File: src/rtl/lcd_screen_scheduler_if.sv
// Bus between the clock/alarm core and the LCD screen scheduler.
// The master side raises screen requests and UI mode codes; the slave side
// (the scheduler) returns the page/mode selects consumed by the pixel generator.
interface lcd_screen_scheduler_if;
   logic [2:0] mode;
   logic [2:0] alarm_req;
   logic       alarm_ack;
   logic       hourly_req;
   logic       temp_valid;
   logic [1:0] page_sel;
   logic [1:0] alarm_id;
   logic [2:0] display_mode;
   logic       blink;
   logic       sec_tick;

   modport master (
      output mode, alarm_req, alarm_ack, hourly_req, temp_valid,
      input  page_sel, alarm_id, display_mode, blink, sec_tick
   );

   modport slave (
      input  mode, alarm_req, alarm_ack, hourly_req, temp_valid,
      output page_sel, alarm_id, display_mode, blink, sec_tick
   );
endinterface

File: src/rtl/lcd_screen_scheduler.sv
// LCD screen scheduler: picks the page the pixel engine draws each cycle
// (clock, temp/humidity, alarm pop-up, hourly chime), owns the 12h/24h latch
// and generates the alarm blink phase and a one-second tick.
// Optional feature macro: SCHED_AUTO_ROTATE_EN enables the CLOCK/TEMP
// auto-rotation; when it is undefined the TEMP page is never selected.
module lcd_screen_scheduler #(
   parameter int CLK_HZ         = 27000000,
   parameter int ROTATE_SEC     = 10,
   parameter int TEMP_SEC       = 3,
   parameter int ALARM_HOLD_SEC = 30,
   parameter int CHIME_SEC      = 5
) (
   input  logic                 XTAL_IN,
   input  logic                 Reset_Button,
   lcd_screen_scheduler_if.slave bus
);

   localparam int HALF_CYCLES = CLK_HZ / 2;
   localparam int PRESC_W     = (HALF_CYCLES > 1) ? $clog2(HALF_CYCLES) : 1;
   localparam int MAX_AB      = (ROTATE_SEC > TEMP_SEC) ? ROTATE_SEC : TEMP_SEC;
   localparam int MAX_CD      = (ALARM_HOLD_SEC > CHIME_SEC) ? ALARM_HOLD_SEC : CHIME_SEC;
   localparam int DWELL_MAX   = (MAX_AB > MAX_CD) ? MAX_AB : MAX_CD;
   localparam int DWELL_W     = $clog2(DWELL_MAX + 1);

   localparam logic [PRESC_W-1:0] PRESC_LAST = PRESC_W'(HALF_CYCLES - 1);
   localparam logic [DWELL_W-1:0] ROTATE_D   = DWELL_W'(ROTATE_SEC);
   localparam logic [DWELL_W-1:0] HOLD_D     = DWELL_W'(ALARM_HOLD_SEC);
   localparam logic [DWELL_W-1:0] CHIME_D    = DWELL_W'(CHIME_SEC);
   localparam logic [DWELL_W-1:0] DWELL_TOP  = DWELL_W'(DWELL_MAX);
`ifdef SCHED_AUTO_ROTATE_EN
   localparam logic [DWELL_W-1:0] TEMP_D     = DWELL_W'(TEMP_SEC);
`endif

   // State codes double as the page_sel encoding.
   typedef enum logic [1:0] {
      ST_CLOCK = 2'd0,
      ST_TEMP  = 2'd1,
      ST_ALARM = 2'd2,
      ST_CHIME = 2'd3
   } state_t;

   state_t               state_q, state_d;
   logic [PRESC_W-1:0]   presc_q, presc_d;
   logic                 half_phase_q, half_phase_d;
   logic                 sec_tick_q, sec_tick_d;
   logic [DWELL_W-1:0]   dwell_q, dwell_d;
   logic [DWELL_W-1:0]   dwell_cap;
   logic [2:0]           mask_q, mask_d;
   logic                 chime_pending_q, chime_pending_d;
   logic [1:0]           alarm_id_q, alarm_id_d;
   logic                 blink_q, blink_d;
   logic [2:0]           display_mode_q, display_mode_d;

   logic                 half_tick;
   logic                 sec_now;
   logic [2:0]           unmasked;
   logic [2:0]           cur_mask;
   logic [2:0]           mask_set;
   logic [2:0]           remaining;
   logic                 pend;
   logic                 alarm_exit;
   logic                 dwell_clear;

`ifndef SCHED_AUTO_ROTATE_EN
   logic                 unused_temp_valid;
   assign unused_temp_valid = bus.temp_valid;
`endif

   // Alarm 1 wins over 2 over 3; result is the 1-based alarm number or 0.
   function automatic logic [1:0] lowest_id(input logic [2:0] req);
      logic [1:0] id;
      id = 2'd0;
      if (req[0])      id = 2'd1;
      else if (req[1]) id = 2'd2;
      else if (req[2]) id = 2'd3;
      return id;
   endfunction

   // Half-second prescaler, second tick and the 12h/24h latch.
   always_comb begin
      half_tick      = (presc_q == PRESC_LAST);
      presc_d        = half_tick ? '0 : presc_q + PRESC_W'(1);
      half_phase_d   = half_tick ? ~half_phase_q : half_phase_q;
      sec_now        = half_tick & half_phase_q;
      sec_tick_d     = sec_now;
      display_mode_d = display_mode_q;
      if (bus.mode == 3'd3)      display_mode_d = 3'd1;
      else if (bus.mode == 3'd4) display_mode_d = 3'd0;
   end

   // Page arbitration, alarm masking, chime queueing and dwell counting.
   always_comb begin
      state_d         = state_q;
      alarm_id_d      = alarm_id_q;
      chime_pending_d = chime_pending_q;
      blink_d         = 1'b0;
      mask_set        = 3'b000;
      remaining       = 3'b000;
      pend            = 1'b0;
      alarm_exit      = 1'b0;
      dwell_clear     = 1'b0;
      unmasked        = bus.alarm_req & ~mask_q;
      case (alarm_id_q)
         2'd1:    cur_mask = 3'b001;
         2'd2:    cur_mask = 3'b010;
         2'd3:    cur_mask = 3'b100;
         default: cur_mask = 3'b000;
      endcase

      if (state_q == ST_ALARM) begin
         blink_d         = half_tick ? ~blink_q : blink_q;
         pend            = chime_pending_q | bus.hourly_req;
         chime_pending_d = pend;
         if (bus.alarm_ack || (dwell_q == HOLD_D)) mask_set = cur_mask;
         alarm_exit = bus.alarm_ack || ((bus.alarm_req & cur_mask) == 3'b000) ||
                      (dwell_q == HOLD_D);
         if (alarm_exit) begin
            remaining   = bus.alarm_req & ~(mask_q | mask_set);
            dwell_clear = 1'b1;
            if (remaining != 3'b000) begin
               alarm_id_d = lowest_id(remaining);
               blink_d    = 1'b1;
            end else begin
               alarm_id_d = 2'd0;
               blink_d    = 1'b0;
               if (pend) begin
                  state_d         = ST_CHIME;
                  chime_pending_d = 1'b0;
               end else begin
                  state_d = ST_CLOCK;
               end
            end
         end
      end else if (unmasked != 3'b000) begin
         state_d     = ST_ALARM;
         alarm_id_d  = lowest_id(unmasked);
         blink_d     = 1'b1;
         dwell_clear = 1'b1;
         if (bus.hourly_req) chime_pending_d = 1'b1;
      end else begin
         case (state_q)
            ST_CLOCK: begin
               if (chime_pending_q || bus.hourly_req) begin
                  state_d         = ST_CHIME;
                  chime_pending_d = 1'b0;
               end
`ifdef SCHED_AUTO_ROTATE_EN
               else if ((dwell_q == ROTATE_D) && bus.temp_valid) begin
                  state_d = ST_TEMP;
               end
`endif
            end
            ST_TEMP: begin
`ifdef SCHED_AUTO_ROTATE_EN
               if (chime_pending_q || bus.hourly_req) begin
                  state_d         = ST_CHIME;
                  chime_pending_d = 1'b0;
               end else if (!bus.temp_valid || (dwell_q == TEMP_D)) begin
                  state_d = ST_CLOCK;
               end
`else
               state_d = ST_CLOCK;
`endif
            end
            ST_CHIME: begin
               if (dwell_q == CHIME_D) state_d = ST_CLOCK;
            end
            default: state_d = ST_CLOCK;
         endcase
      end

      mask_d    = (mask_q | mask_set) & bus.alarm_req;
      dwell_cap = (state_q == ST_CLOCK) ? ROTATE_D : DWELL_TOP;
      if ((state_d != state_q) || dwell_clear)   dwell_d = '0;
      else if (sec_now && (dwell_q < dwell_cap)) dwell_d = dwell_q + DWELL_W'(1);
      else                                       dwell_d = dwell_q;
   end

   // All state registers; reset abandons any alarm and clears the queue.
   always_ff @(posedge XTAL_IN) begin
      if (Reset_Button) begin
         state_q         <= ST_CLOCK;
         presc_q         <= '0;
         half_phase_q    <= 1'b0;
         sec_tick_q      <= 1'b0;
         dwell_q         <= '0;
         mask_q          <= 3'b000;
         chime_pending_q <= 1'b0;
         alarm_id_q      <= 2'd0;
         blink_q         <= 1'b0;
         display_mode_q  <= 3'd0;
      end else begin
         state_q         <= state_d;
         presc_q         <= presc_d;
         half_phase_q    <= half_phase_d;
         sec_tick_q      <= sec_tick_d;
         dwell_q         <= dwell_d;
         mask_q          <= mask_d;
         chime_pending_q <= chime_pending_d;
         alarm_id_q      <= alarm_id_d;
         blink_q         <= blink_d;
         display_mode_q  <= display_mode_d;
      end
   end

   assign bus.page_sel     = state_q;
   assign bus.alarm_id     = alarm_id_q;
   assign bus.display_mode = display_mode_q;
   assign bus.blink        = blink_q;
   assign bus.sec_tick     = sec_tick_q;

endmodule

File: src/flat_wrapper.sv
// flat-port wrapper written by rule: the top's interface ports become plain ports
module lcd_screen_scheduler_flat 
#(
   parameter int CLK_HZ         = 27000000,
   parameter int ROTATE_SEC     = 10,
   parameter int TEMP_SEC       = 3,
   parameter int ALARM_HOLD_SEC = 30,
   parameter int CHIME_SEC      = 5
)
  (XTAL_IN, Reset_Button, bus_mode, bus_alarm_req, bus_alarm_ack, bus_hourly_req, bus_temp_valid, bus_page_sel, bus_alarm_id, bus_display_mode, bus_blink, bus_sec_tick);
  lcd_screen_scheduler_if bus_i ();
  input  logic XTAL_IN;
  input  logic Reset_Button;
  input wire logic [$bits(bus_i.mode)-1:0] bus_mode;
  input wire logic [$bits(bus_i.alarm_req)-1:0] bus_alarm_req;
  input wire logic [$bits(bus_i.alarm_ack)-1:0] bus_alarm_ack;
  input wire logic [$bits(bus_i.hourly_req)-1:0] bus_hourly_req;
  input wire logic [$bits(bus_i.temp_valid)-1:0] bus_temp_valid;
  output wire logic [$bits(bus_i.page_sel)-1:0] bus_page_sel;
  output wire logic [$bits(bus_i.alarm_id)-1:0] bus_alarm_id;
  output wire logic [$bits(bus_i.display_mode)-1:0] bus_display_mode;
  output wire logic [$bits(bus_i.blink)-1:0] bus_blink;
  output wire logic [$bits(bus_i.sec_tick)-1:0] bus_sec_tick;
  assign bus_i.mode = bus_mode;
  assign bus_i.alarm_req = bus_alarm_req;
  assign bus_i.alarm_ack = bus_alarm_ack;
  assign bus_i.hourly_req = bus_hourly_req;
  assign bus_i.temp_valid = bus_temp_valid;
  assign bus_page_sel = bus_i.page_sel;
  assign bus_alarm_id = bus_i.alarm_id;
  assign bus_display_mode = bus_i.display_mode;
  assign bus_blink = bus_i.blink;
  assign bus_sec_tick = bus_i.sec_tick;
  lcd_screen_scheduler #(.CLK_HZ(CLK_HZ), .ROTATE_SEC(ROTATE_SEC), .TEMP_SEC(TEMP_SEC), .ALARM_HOLD_SEC(ALARM_HOLD_SEC), .CHIME_SEC(CHIME_SEC)) u_core (.XTAL_IN(XTAL_IN), .Reset_Button(Reset_Button), .bus(bus_i));
endmodule
File: config.mk
export PLATFORM = sky130hd
export DESIGN_NAME = lcd_screen_scheduler_flat
export DESIGN_NICKNAME = d
export VERILOG_FILES = /design/src/rtl/lcd_screen_scheduler_if.sv /design/src/rtl/lcd_screen_scheduler.sv /design/src/flat_wrapper.sv
export SDC_FILE = /design/constraint.sdc
export NUM_CORES = 1
export LEC_CHECK = 0
export CAP_MARGIN = 20
export CORE_ASPECT_RATIO = 1.5
export CORE_MARGIN = 1
export CORE_UTILIZATION = 30
export DETAILED_ROUTE_END_ITERATION = 7
export PLACE_DENSITY_LB_ADDON = 0.2
export SETUP_SLACK_MARGIN = 0.2
export SKIP_LAST_GASP = 1
export SLEW_MARGIN = 20
export SYNTH_ARGS = -nofsm -noshare
export SYNTH_HDL_FRONTEND = slang
export SYNTH_SLANG_ARGS = --single-unit
export TNS_END_PERCENT = 100
File: constraint.sdc
create_clock -name XTAL_IN -period 2.1 [get_ports XTAL_IN]
set_input_delay 0.525 -clock XTAL_IN [delete_from_list [all_inputs] [get_ports XTAL_IN]]
set_output_delay 0.525 -clock XTAL_IN [all_outputs]
set_load 0.1 [all_outputs]
== Word-level counts from Yosys, hierarchy flattened ==
Cells that the tools add are included.
Widths: inputs -> output; s select.
Operators by class
  add/subtract/negate cells: 2
  multiply operators: 0
  divide/modulo/power cells: 0
  magnitude comparators: 1
  eq/ne operators: 14
  shift operators: 0
  muxes and demuxes: 39
  bitwise gates (word level): 12
  reduce and logical (&&, ||, !) cells: 18
Operators by type and width (number)
  $mux 2: 17
  $add 24x1->24 const B: 1
  $eq 24x24->1 const B: 1
  $mux 1: 16
  $and 3x3->3: 4
  $reduce_bool 3->1: 4
  $mux 3: 3
  $pmux 3 s3: 1
  $eq 2x2->1 const B: 4
  $ne 3x2->1 const B: 2
  $not 3->3: 2
  $or 3x3->3: 2
  $add 5x1->5 const B: 1
  $eq 5x3->1 const B: 1
  $eq 5x5->1 const B: 1
  $logic_or 1x1->1: 5
  $lt 5x5->1: 1
  $mux 5: 1
  $pmux 2 s2: 1
  $reduce_bool 2->1: 2
  $reduce_or 2->1: 2
  $eq 3x2->1 const B: 1
  $eq 3x3->1 const B: 1
  $logic_not 3->1: 1
  other kinds (10): 11
Storage, ports and cells
  register bits after elaboration: 41
  bits in latches: 0
  bits in writable memories: 0
  memory bits (read-only): 0
  bits of input ports: 11
  output and inout port bits: 9
  logic and storage cells: 96
  memories kept: 0

== Logic depth before layout (Yosys ltp) ==
  depth in word-level cells: 14
  gate-level depth with buffers: 8
  depth with buffers taken out: 8

== Least setup slack after synthesis ==
Ideal clock, no wire load.
  path kind: register to register
  start point: register u_core.alarm_id_q[0], in the netlist u_core.bus.alarm_id[0]
  end point: register u_core.chime_pending_q
  setup time: 0.118 ns
  data arrival time: 2.554 ns
  required time: 1.982 ns
  setup slack: -0.572 ns
  stages on the path, launching flop included: 7
  path buffers: 1
  period minus slack after synthesis: 2.672 ns
  cell sequence: dfxtp_1 clkbuf_1 mux2_2 a22o_1 a221oi_1 o32a_1 nor2_1
On the way
  cells in the longest elaborated chain, start to end: 11
  elaborated cells between the ends (all ways): 17
  classes of those cells: eq/ne: 3; mux: 6; bitwise: 4; reduce/logical: 4
Ends and longest elaborated chain
  start: declaration: line lcd_screen_scheduler.sv:50  | logic [1:0] alarm_id_q, alarm_id_d;
  start signal: assignment: line lcd_screen_scheduler.sv:200  | alarm_id_q <= alarm_id_d;
  $eq 2x2->1 or $eq 2x1->1 (tied branches): line lcd_screen_scheduler.sv:103  | case (alarm_id_q)
  $pmux 3 s3 (*): line lcd_screen_scheduler.sv:103
  $mux 3: line lcd_screen_scheduler.sv:114  | if (bus.alarm_ack || (dwell_q == HOLD_D)) mask_set = cur_mask;
  $mux 3: line lcd_screen_scheduler.sv:110  | if (state_q == ST_ALARM) begin
  $or 3x3->3: line lcd_screen_scheduler.sv:118  | remaining = bus.alarm_req & ~(mask_q | mask_set);
  $not 3->3: line lcd_screen_scheduler.sv:118
  $and 3x3->3: line lcd_screen_scheduler.sv:118
  $reduce_bool 3->1: line lcd_screen_scheduler.sv:120  | if (remaining != 3'b000) begin
  $mux 1: line lcd_screen_scheduler.sv:120
  $mux 1 (*): line lcd_screen_scheduler.sv:117  | if (alarm_exit) begin
  $mux 1 (*): line lcd_screen_scheduler.sv:110
  end signal: assignment: line lcd_screen_scheduler.sv:199  | chime_pending_q <= chime_pending_d;
  end: declaration: line lcd_screen_scheduler.sv:49  | logic chime_pending_q, chime_pending_d;
Every way passes the cells marked *; elsewhere a longest branch is shown, timed or not. The select of a mux whose other input is x is not followed.
A chain may end at the register's enable or synchronous reset.

== Worst setup path in the final report ==
  start point: register u_core.presc_q[8]
  end point: register u_core.blink_q, in the netlist u_core.bus.blink
On the way
  cells in the longest elaborated chain, start to end: 2
Ends and longest elaborated chain
  start: declaration: line lcd_screen_scheduler.sv:43  | logic [PRESC_W-1:0] presc_q, presc_d;
  start signal: assignment: line lcd_screen_scheduler.sv:194  | presc_q <= presc_d;
  $eq 24x24->1: line lcd_screen_scheduler.sv:81  | half_tick = (presc_q == PRESC_LAST);
  $ne 3x2->1 (no line)
  end signal: assignment: line lcd_screen_scheduler.sv:201  | blink_q <= blink_d;
  end: declaration: line lcd_screen_scheduler.sv:51  | logic blink_q, blink_d;
No other way between the ends.

==> flow_summary.json <==
{
  "cts_tree": "done",
  "finalMaxSlewViolations": 0,
  "io_buffers": 16,
  "fin_nets": 330,
  "htreeDepth": 2,
  "grt.total_usage": 0.1536,
  "placed_area_mm2": 0.002826,
  "start_util": 0.3098,
  "worst_ep_arrival_time_ns": 2.25,
  "power_mw": 1.983,
  "place_ws_ns": -0.2522,
  "ant_nets": 0,
  "die_x_um": 72.77,
  "met1_usage": 0.1649,
  "synth_xor_xnor_area_share": 0.1011,
  "synth_edf_count": 0,
  "n_antenna_cell": 0,
  "antenna_found_initial": 0,
  "ys_seq_elements": 41,
  "synthAdderAreaFrac": 0.04997,
  "power_density_mw_per_mm2": 638.4,
  "wire_per_inst_um": 13.38,
  "cts_root_buffer": "clkbuf_8",
  "drv_cap": 0,
  "hold_buffers": 0,
  "synth_top_family_by_area": "simple AND/OR/NAND/NOR gates",
  "endpoint_kind": "flip-flop",
  "rows": 38,
  "synth_mux_area_frac": 0.009439,
  "synthCells": 262,
  "finalWirelength_um": 5498,
  "postSynthAreaPerCell_um2": 8.601,
  "coreArea_mm2": 0.007274,
  "fin_area_mm2": 0.003105,
  "postLayoutSetupSlackWorst_ns": 0.06323,
  "post-route-drc-count": 0,
  "grt_overflow": 0,
  "yosys.area_share.simple": 0.2993,
  "seq_area_um2": 839.6,
  "ios": 20,
  "gp_congestion": 0.8091,
  "seq_area_frac_synth": 0.3642,
  "path_class": "flip-flop to flip-flop",
  "area_delta_synth_final_pct": 37.81,
  "clkTransAtPathRegs_ns": 0.08,
  "grt-busiest-layer": "met2",
  "grt_first_pass_wirelength_um": 9328,
  "clk_path_buf_depth": 2,
  "finalClockSkew_ns": 0.009261,
  "use_met2": 0.2837,
  "p_leak_nw": 1.180,
  "synth_cell_types": 54,
  "clk-insertion-delay-late_ns": 0.29,
  "synthFlopType": "dfxtp_1",
  "crit_fanout": 2,
  "vias": 2020,
  "async_flop_share": 0,
  "synth_compound_area_frac": 0.1355,
  "fillers": 735,
  "drt_iter0_drc": 81,
  "max_freq_mhz": 491.0,
  "multi_input_comb_area_mm2": 0.001556,
  "grt_setup_unrepaired": "true",
  "die_area_mm2": 0.007869,
  "dieHeight_um": 108.1,
  "finalHoldViolCount": 0,
  "cp.required_ns": 2.32,
  "grt_max_degree": 13,
  "holdWs_ns": 0.4965,
  "cts.sinks": 41,
  "yosys_warnings": 0,
  "startpoint_type": "flip-flop",
  "status": "complete, no violations",
  "drive_above_1_share": 0.2701,
  "via_per_inst": 4.915,
  "timing.final.crit_share": 0.9699,
  "grt_pass1_vias": 2012,
  "cts-buffers-inserted": 5,
  "syn-cell-area_mm2": 0.002253,
  "max-vdd-ir-drop_mv": 0.3096,
  "drt_first_pass_iters": 4,
  "setup_violations": 0,
  "finalCriticalPeriod_ns": 2.037,
  "gr-usage-met3": 0.02796,
  "hold_class": "flip-flop to flip-flop",
  "dp_hpwl_um": 4050
}
cell families (layout without fill, tap and decap cells):
family | count (synthesis) | in the layout
other cells | 1 | 2
mux | 2 | 2
xor+xnor | 26 | 26
simple gates | 119 | 119
compound gates | 45 | 45
buf+inv | 19 | 67
flops | 41 | 41
fa+ha+maj | 9 | 9
synth_stat cells, drive strengths merged, types with 5 or more instances:
master   n  area, um^2
inv     10       37.54
dfxtp   41       820.8
nor2    37       138.9
nor4     9       90.09
nor3     7       35.03
xor2    11       96.34
ha       9       112.6
nand2   15       56.30
o21ai    9       48.80
nand3   12       60.06
buf      6       35.03
a21oi   13       65.06
xnor2   15       131.4
and3     5       31.28
registers in the layout (all words and copies together), names as in the netlist:
signal                   flops
u_core.bus.page_sel          2
u_core.half_phase_q          1
u_core.bus.sec_tick          1
u_core.dwell_q               5
u_core.bus.display_mode      1
u_core.mask_q                3
u_core.bus.blink             1
u_core.presc_q              24
u_core.chime_pending_q       1
u_core.bus.alarm_id          2
timing repair:
action / 4_1_cts / 5_1_grt
endpoints found under the setup margin: 33 / 35
cloned: 1 / 1
endpoints found under the hold margin: 0 / 0
resized for setup: 14 / 14
pin swaps: 13 / 8
setup buffers: 1 / 0
power breakdown:
group	switching [mW]	leakage [nW]	internal [mW]
logic	0.294	0.785	0.182
clock network	0.274	0.0585	0.388
registers	0.0419	0.336	0.802
cells in the final DEF (no fill, tap or decap), types with 2 or more instances in the layout:
| master | n |
|---|---|
| dfxtp_1 | 34 |
| and3_1 | 4 |
| nor2b_1 | 2 |
| dfxtp_2 | 3 |
| xnor2_1 | 15 |
| nor3b_1 | 2 |
| and2_1 | 4 |
| ha_4 | 3 |
| dfxtp_4 | 4 |
| nand4_1 | 3 |
| nand2_1 | 15 |
| dlygate4sd2_1 | 2 |
| nor4_2 | 3 |
| nor4_4 | 4 |
| clkbuf_8 | 6 |
| a31oi_1 | 4 |
| or3_1 | 3 |
| nand3_1 | 12 |
| a41o_1 | 3 |
| and4_1 | 2 |
| buf_6 | 2 |
| and2b_1 | 4 |
| xor2_1 | 11 |
| conb_1 | 2 |
| ha_1 | 5 |
| nand3b_1 | 3 |
| inv_1 | 7 |
| a21oi_1 | 12 |
| nor2_1 | 36 |
| clkdlybuf4s50_1 | 6 |
| nand2b_1 | 3 |
| nor4_1 | 2 |
| buf_4 | 36 |
| inv_2 | 2 |
| o21ai_0 | 8 |
| nor3_1 | 7 |
critical path, stage by stage (launching register included):
cell,delay [ns]
dfxtp_2,0.32
or4b_4,0.53
or3_4,0.38
or3_1,0.32
a41o_1,0.22
a211oi_2,0.19
final timing paths:
check | slack, ns | cells after the start | end | from
max | 0.06 | 5 | u_core.bus.blink | u_core.presc_q[8]
min | 0.50 | 2 | u_core.presc_q[14] | u_core.presc_q[14]
max reg2reg | 0.06 | 5 | u_core.bus.blink | u_core.presc_q[8]
min reg2reg | 0.50 | 2 | u_core.presc_q[14] | u_core.presc_q[14]
stage by stage:
| stage | TNS [ns] | util | instances |
|---|---|---|---|
| 2_1_floorplan | 0 | - | 263 |
| 3_3_place_gp | -1.599 | 0.3885 | 400 |
| 3_5_place_dp | -1.772 | 0.3885 | 400 |
| 4_1_cts | 0 | 0.4169 | 410 |
| 5_1_grt | 0 | 0.4269 | 411 |
| 6_report | 0 | 0.4269 | 411 |
layout make-up:
class,instances,share of cell area
clock buffer,7,0.02780
tap,100,0.04029
timing repair buffer,49,0.1378
multi-input combinational,203,0.5012
clock inverter,1,0.009670
sequential,41,0.2703
inverter,10,0.01289
metal layers:
metal,share of wire,routed length [um]
met1,0.40,2220
met2,0.54,2960
met3,0.025,138
met4,0.032,178
met5,0,0
Note: power is estimated with default switching activity, not from simulation.
==> edit: new RTL, config.mk and constraints unchanged <==
Make the reset (`Reset_Button`) asynchronous in one clocked block.
--- a/src/rtl/lcd_screen_scheduler.sv
+++ b/src/rtl/lcd_screen_scheduler.sv
@@ -178,5 +178,5 @@
 
    // All state registers; reset abandons any alarm and clears the queue.
-   always_ff @(posedge XTAL_IN) begin
+   always_ff @(posedge XTAL_IN or posedge Reset_Button) begin
       if (Reset_Button) begin
          state_q         <= ST_CLOCK;
Check against the original RTL: differs if Reset_Button is asserted again (counterexample within 4 cycles, from zero or initial values and one cycle with Reset_Button high); with Reset_Button held inactive, the same outputs for 10 cycles.
==> edit against the original RTL <==
- via count up 2.9%
- critical path type unchanged
- sequential cell count unchanged
- final area up 9.4%
- worst setup slack better by 0.0039 ns
- critical endpoint is now u_core.dwell_q[3]
- largest cell class unchanged
- synthesized area up 5.8%
- wire length up 3.3%
Power is not compared: it rests on default switching activity, and its combinational part moved more than twofold at a synthesized area within 25%.
==> edit: results (changes against the original RTL) <==
DR WL met2=3127 µm (+5.6%); Primary FF master, synth=dfrtp_1; pre-CTS setup slack=-0.1980 ns (+0.05418 ns); Synth Area in Compound Gates=0.1459 (+0.01037); xor/xnor cell area share of the yosys netlist=0.08814 (-0.01291); status=finished clean; NonClk Buf Share=0.1675 (+0.02973); met3 wire len=140 µm (+1.4%); vias in the first global route=2104 (+4.6%); Final #Nets=334 (+1.2%); post-synthesis adder-cell area fraction=0.04722 (-0.002753); fraction of synthesized area in multiplexers=0.008919 (-0.0005200); GRT Resource Usage Total=0.1484 (-0.005223); skew final=0.004396 ns (-0.004865 ns); total placed cells including tap cells=399 (-0.25%); synth top area cells=dfrtp_1 (43%), xnor2_1 (5.1%), ha_1 (4.7%); Worst-path clk slew=0.06 ns (-0.02 ns); DR iter-0 viols=59 (-27%); reg2reg path depth=6 (+1); Distinct cells, synth=56 (+3.7%); final wirelength=5680 µm (+3.3%); share of post-route cells with drive strength above 1=0.3270 (+0.05689); critical path arrival=2.19 ns (-0.06 ns); register area share after synthesis=0.4302 (+0.06598); largest net degree at the start of global routing=42 (+29); CP Max Fanout=4 (+2); filler cell count=757 (+3.0%); Post-synth ARST share=1.000 (+1.000); Inverters=11 (+1); postcts setup bufs=7 (+6); clk tree area frac=0.04124 (+0.003767); DR vias/cell=4.986 (+1.4%); Synth Area per Inst=9.389 µm² (+9.2%); number of non-clock buffers=63 (+29%); HPWL Detailed=4129 µm (+2.0%)
## edit: critical path: cells and delay by family, from the launching register on
family,cells,cell delay (ns)
xor+xnor,1,0.16
compound gates,1,0.06
buf+inv,1,0.19
flops,1,0.38
simple gates,3,1.14
## edit: final timing paths
path / start / to / slack [ns]
min: u_core.presc_q[8] / u_core.presc_q[8] / 0.51
max in group asynchronous: Reset_Button / u_core.bus.page_sel[0] / 1.31
max: u_core.presc_q[21] / u_core.dwell_q[3] / 0.07
min in group asynchronous: Reset_Button / u_core.mask_q[0] / 0.58
min reg2reg: u_core.presc_q[8] / u_core.presc_q[8] / 0.51
max reg2reg: u_core.presc_q[21] / u_core.dwell_q[3] / 0.07
## edit: layer usage
metal | track usage | up-vias
met5 | 0 | -
met2 | 0.2679 | 32
li1 | - | 1031
met3 | 0.02727 | 11
met1 | 0.1713 | 1005
met4 | 0.04277 | 0
